===== config.mk =====
export PLATFORM = sky130hd
export DESIGN_NAME = counter_mode_ctrl
export DESIGN_NICKNAME = d
export VERILOG_FILES = /design/src/rtl/counter_mode_ctrl.sv
export SDC_FILE = /design/constraint.sdc
export NUM_CORES = 1
export LEC_CHECK = 0
export BUFFER_PORTS_ARGS = -buffer_cell sky130_fd_sc_hd__buf_4
export CORE_UTILIZATION = 60
export CTS_BUF_LIST = sky130_fd_sc_hd__clkbuf_4
export DETAILED_ROUTE_END_ITERATION = 10
export PLACE_DENSITY = 0.81
export SLEW_MARGIN = 20
export SYNTH_ARGS = -nofsm -noshare
export SYNTH_HDL_FRONTEND = slang
export SYNTH_SLANG_ARGS = --single-unit

===== constraint.sdc =====
create_clock -name clk -period 2.4 [get_ports clk]
set_input_delay 0 -clock clk [delete_from_list [all_inputs] [get_ports clk]]
set_output_delay 0 -clock clk [all_outputs]
set_load 0.02 [all_outputs]

===== src/rtl/counter_mode_ctrl.sv =====
// Button front end for the lab-7 up/down/step counter: sync, debounce, press detect, mode toggle.
// Optional ping-pong auto-reverse is compiled in when AUTO_REVERSE_EN is defined.
module counter_mode_ctrl #(
    parameter int SYNC_STAGES = 2,
    parameter int DB_CYCLES   = 16,
    parameter int DB_W        = 8
) (
    input  logic       clk,
    input  logic       rst,
    input  logic       btn_step,
    input  logic       btn_dir,
    input  logic [3:0] cnt,
    output logic       step,
    output logic       down,
    output logic       mode_chg
);

    localparam logic [DB_W-1:0] DB_LAST = DB_W'(DB_CYCLES - 1);

    // Index 0 is the step button, index 1 the direction button.
    logic [1:0]                  btnRaw;
    logic [1:0][SYNC_STAGES-1:0] sync_q;
    logic [1:0]                  syncLevel;
    logic [1:0]                  dbLevel_q, dbLevel_d;
    logic [1:0]                  dbPrev_q;
    logic [1:0][DB_W-1:0]        dbCount_q, dbCount_d;
    logic [1:0]                  press;
    logic                        step_q, step_d;
    logic                        down_q, down_d;
    logic                        modeChg_q, modeChg_d;

    assign btnRaw = {btn_dir, btn_step};

    always_comb begin
        dbLevel_d = dbLevel_q;
        dbCount_d = dbCount_q;
        for (int i = 0; i < 2; i++) begin
            syncLevel[i] = sync_q[i][SYNC_STAGES-1];
            if (syncLevel[i] == dbLevel_q[i]) begin
                dbCount_d[i] = '0;
            end else if (dbCount_q[i] == DB_LAST) begin
                dbLevel_d[i] = syncLevel[i];
                dbCount_d[i] = '0;
            end else begin
                dbCount_d[i] = dbCount_q[i] + 1'b1;
            end
        end
    end

    assign press = dbLevel_q & ~dbPrev_q;

`ifdef AUTO_REVERSE_EN
    logic [4:0] inc5;
    logic [4:0] cnt5;
    logic       revUp;
    logic       revDown;

    assign inc5    = step_q ? 5'd2 : 5'd1;
    assign cnt5    = {1'b0, cnt};
    assign revUp   = !down_q && ((cnt5 + inc5) <= 5'd15) && ((cnt5 + (inc5 << 1)) > 5'd15);
    assign revDown = down_q && (cnt5 >= inc5) && (cnt5 < (inc5 << 1));
`else
    logic unusedCnt;
    assign unusedCnt = ^cnt;
`endif

    // An auto-reverse overrides any direction press landing in the same cycle.
    always_comb begin
        step_d = step_q ^ press[0];
        down_d = down_q ^ press[1];
`ifdef AUTO_REVERSE_EN
        if (revUp) begin
            down_d = 1'b1;
        end else if (revDown) begin
            down_d = 1'b0;
        end
`endif
        modeChg_d = (step_d != step_q) || (down_d != down_q);
    end

    always_ff @(posedge clk or posedge rst) begin
        if (rst) begin
            sync_q    <= '0;
            dbLevel_q <= '0;
            dbPrev_q  <= '0;
            dbCount_q <= '0;
            step_q    <= 1'b0;
            down_q    <= 1'b0;
            modeChg_q <= 1'b0;
        end else begin
            for (int i = 0; i < 2; i++) begin
                sync_q[i] <= {sync_q[i][SYNC_STAGES-2:0], btnRaw[i]};
            end
            dbLevel_q <= dbLevel_d;
            dbPrev_q  <= dbLevel_q;
            dbCount_q <= dbCount_d;
            step_q    <= step_d;
            down_q    <= down_d;
            modeChg_q <= modeChg_d;
        end
    end

    assign step     = step_q;
    assign down     = down_q;
    assign mode_chg = modeChg_q;

endmodule


# == After elaboration in Yosys (flattened, before gate mapping) ==
# Index checks and enable logic that the tools add are counted.
# word_totals
reg_bits,27
output_inout_bits,3
word_cells,31
# classes
addsub,2
eq_ne,6
muxes,4
bitwise,6
n_reduce_logical,3
# ops
cell,n
2-to-1 mux 8 bit,4
adder 8 x 1 -> 8 bit (second input constant),2
== test 8 x 4 -> 1 bit (second input constant),2
AND reduction 2 bit,2
bitwise AND 2 bit,1
== test 1 bit,2
!= test 1 bit,2
NOT 1 bit,2
NOT 2 bit,1
XOR 1 bit,2
logical OR 1 bit,1

# == Longest topological paths before layout ==
# depth
depth_word,5
ltp_mapped,4
depth_no_buf,4

# == Least setup slack after synthesis ==
# No wires, ideal clock.
# synth_path
kind,flip-flop to flip-flop
from,register dbCount_q[14] (netlist bit)
to,register dbLevel_q[1]
setup_ns,0.127
arrival_ns,1.324
required_time_ns,2.273
setup_slack_ns,0.948
path_stages_with_launch,4
n_path_buf,0
period_less_slack_ns,1.452
cell_sequence,dfrtp_1 > or4_4 > nor2_2 > mux2_1
# synth_via
elab_chain_len,2
# synth_rtl
element,line_no,rtl
from (decl),26,"logic [1:0][DB_W-1:0] dbCount_q, dbCount_d;"
from (signal assigned),96,dbCount_q <= dbCount_d;
== test 8 x 4 -> 1 bit,41,end else if (dbCount_q[i] == DB_LAST) begin
AND reduction 2 bit (no line),-,
to (signal assigned),94,dbLevel_q <= dbLevel_d;
to (decl),24,"logic [1:0] dbLevel_q, dbLevel_d;"
# Every way passes these cells.
# A chain may end at the register's enable or synchronous reset.

# == Worst setup path in the final report ==
# Ends and elaborated chain as after synthesis.

==> summary.txt <==
Global routing
  – First-pass GRT wire length: 3330 um
  – Total GRT Usage: between 20% and 30%
  – Vias in the first global route: about 800
  – Largest net degree at the start of global routing: 28
  – Total gr overflow: 0
  – Initial antenna violation count: 0

Die
  – Die area: 2050 sq um
  – Starting density of the core: approximately 64%
  – DIE WIDTH: between 40 and 50 um
  – IO Pins: 11
  – Row count: 15
  – Core Box Area: roughly 1700 sq um
  – Die Ht: 45.3 um

Outcome
  – Outcome: finished, final reports clean

Critical path
  – Kind of critical path: reg2reg
  – Worst path required time: approximately 2.6 ns
  – Worst r2r path cells: 3
  – RR Endpoint: dbLevel_q[1]
  – Critical Path AT: roughly 1.8 ns
  – Worst reg2reg path startpoint: dbCount_q[14]
  – Reg2reg setup slack: around 0.87 ns
  – Critical Path Sink Type: register
  – Startpoint Class: register
  – Crit-path max FO: 4

Synth
  – Synth unique cells: 27
  – Cells after Synth: 95
  – Ys async rst share: 100%
  – Syn Area/Cell: approximately 12 sq um
  – Synth Net Count: between 100 and 150
  – Area share of the largest cell type after synthesis: 60.1%
  – Flops & latches, synth: 27
  – YS warnings: 0
  – Yosys top cell by area: dfrtp_1
  – Area contributors post-synth: dfrtp_1, xnor2_1, a21oi_1
  – Seq/Total Area, Yosys: 60.1%
  – EDFF count, synth: 0
  – Top FF cell, synth: dfrtp_1
  – Mapped cell area: between 1000 and 1500 sq um

Timing
  – Post-Route Skew: slightly below 0.01 ns
  – RSZ-0062 raised after global routing: false
  – Setup TNS Final: 0 ns
  – F_max: about 650 MHz
  – Final Hold Vio Count: 0
  – Relative max-transition margin: between 30% and 40%
  – # setup viols final: 0
  – Fin. max-slew vios: 0
  – Post-layout min period: 1.53 ns
  – Period utilisation layout: a little under two thirds
  – Least-Margin Pin Slew: a little over 0.9 ns

Clock tree
  – Clk sink count: 27
  – Clock Latency Late Sink: approximately 0.32 ns
  – CTS tree: done
  – Clock transition at path regs: between 0.1 and 0.15 ns
  – Clk Tree Root Cell: clkbuf_4
  – H-tree levels: 1
  – Post_cts resized: 0
  – CTS hold repair buffers: 3
  – Post-CTS setup buffer count: 0
  – CTS max path bufs: 2
  – CTS buffer count: 3

Min path
  – HP Class: in2async

Power and ir drop
  – PD cells: about 570 nW/um^2
  – Tot Pwr: ~0.00072 W
  – Maximum vdd ir drop: about 380 uV
  – Static Leak: between 0.5 and 0.6 nW

Placement
  – Port Buffers: 6
  – Gpl congestion: slightly above 0.8
  – DP Wirelength: ~1300 um

Routing
  – Wirelength, routed: between 1500 and 2000 um
  – DR WL/cell: ~14 um
  – DRT iter0 DRCs: 19
  – Via count: ~770
  – Vias per std cell: between 5 and 6
  – TritonRoute pass-1 iters: 4
  – DR DRC count: 0
  – Final ANT Viol Nets: 0

Final layout
  – Fill cell count: 129
  – Final net count: 119
  – Most frequent cells in the layout: dfrtp_1, a21oi_1, o21ai_0
  – Footprint of the multi-input gates: 437 sq um
  – Area Growth Syn to Fin: 11.9%
  – Ant. Diodes: 0
  – Reg area: ~680 sq um
  – Commonest non-fill, non-tap cell in the layout: dfrtp_1
  – Share of layout cells above drive strength 1: 14.8%

Flow run
  – Max-cap violations: 0
[synth_stat cells (all sizes together), types with 2 or more instances]
master  number
inv          3
a31oi        2
nand2        5
nand3        5
dfrtp       27
nand2b       3
mux2         2
xnor2        6
o21ai        8
nand4        2
nor2         5
a21oi        8
or3          7
ha           2
a311oi       2
[registers in the layout, indices dropped and copies added, names as in the netlist]
signal / cells
down: 1
dbLevel_q: 2
step: 1
dbPrev_q: 2
mode_chg: 1
syncLevel: 2
sync_q: 2
dbCount_q: 16
[stage by stage]
| stage | hold WS, ns | utilization (%) | cell area (sq um) | worst slack (ns) | instances |
|---|---|---|---|---|---|
| 2_1_floorplan | 0.0314 | - | 1120 | 0.948 | 95 |
| 3_3_place_gp | 0.109 | 68.7 | 1200 | 0.919 | 126 |
| 3_5_place_dp | 0.111 | 68.7 | 1200 | 0.899 | 126 |
| 4_1_cts | 0.308 | 72.0 | 1260 | 0.879 | 133 |
| 5_1_grt | 0.300 | 72.0 | 1260 | 0.766 | 133 |
| 6_report | 0.316 | 72.0 | 1260 | 0.870 | 133 |
[worst max path at each step]
stage,to,startpoint,slack [ns],depth (start not counted)
3_3_place_gp,dbLevel_q[1],dbCount_q[14],0.92,3
4_1_cts,dbLevel_q[1],dbCount_q[14],0.88,3
3_5_place_dp,dbLevel_q[1],dbCount_q[14],0.90,3
2_1_floorplan,dbLevel_q[1],dbCount_q[14],0.95,3
6_report,dbLevel_q[1],dbCount_q[14],0.87,3
5_1_grt,dbCount_q[4],dbCount_q[0],0.77,4
[worst max-delay path: stages, from the launching register on]
cell	delay, ns
dfrtp_1	0.44
or4_4	0.58
nor2_2	0.10
mux2_1	0.32
[routing by layer]
metal  vias to the layer above  part of all wire, %  track usage [%]  routed length (um)
li1                        369                    -                -                   -
met1                       375                   49             30.7                 921
met2                        20                   47             36.8                 889
met3                         4                  2.4             2.40                  45
met4                         0                  1.9             13.9                  36
met5                         -                    0                0                   0
[final cells by class]
class,count,area share (%)
clock inverter,1,0.398
clock buffer,3,1.79
multi-input combinational,65,34.7
inverter,3,0.896
tap,25,2.49
sequential,27,53.7
timing repair buffer,9,5.97
[where the power goes]
group          internal [W]  leakage [nW]  total (W)  switching (W)
logic             0.0000199         0.170  0.0000445      0.0000246
clock network     0.0000624        0.0177   0.000191       0.000128
registers          0.000467         0.363   0.000481      0.0000135
total              0.000550         0.551   0.000716       0.000166
[cell families after synthesis]
family,share of synthesized area (%)
compound gates,11.8
flops,60.1
xor+xnor,5.46
mux,2.00
fa+ha+maj,2.23
simple gates,17.4
buf+inv,1.00
No activity file was read; power rests on OpenSTA's default activity.
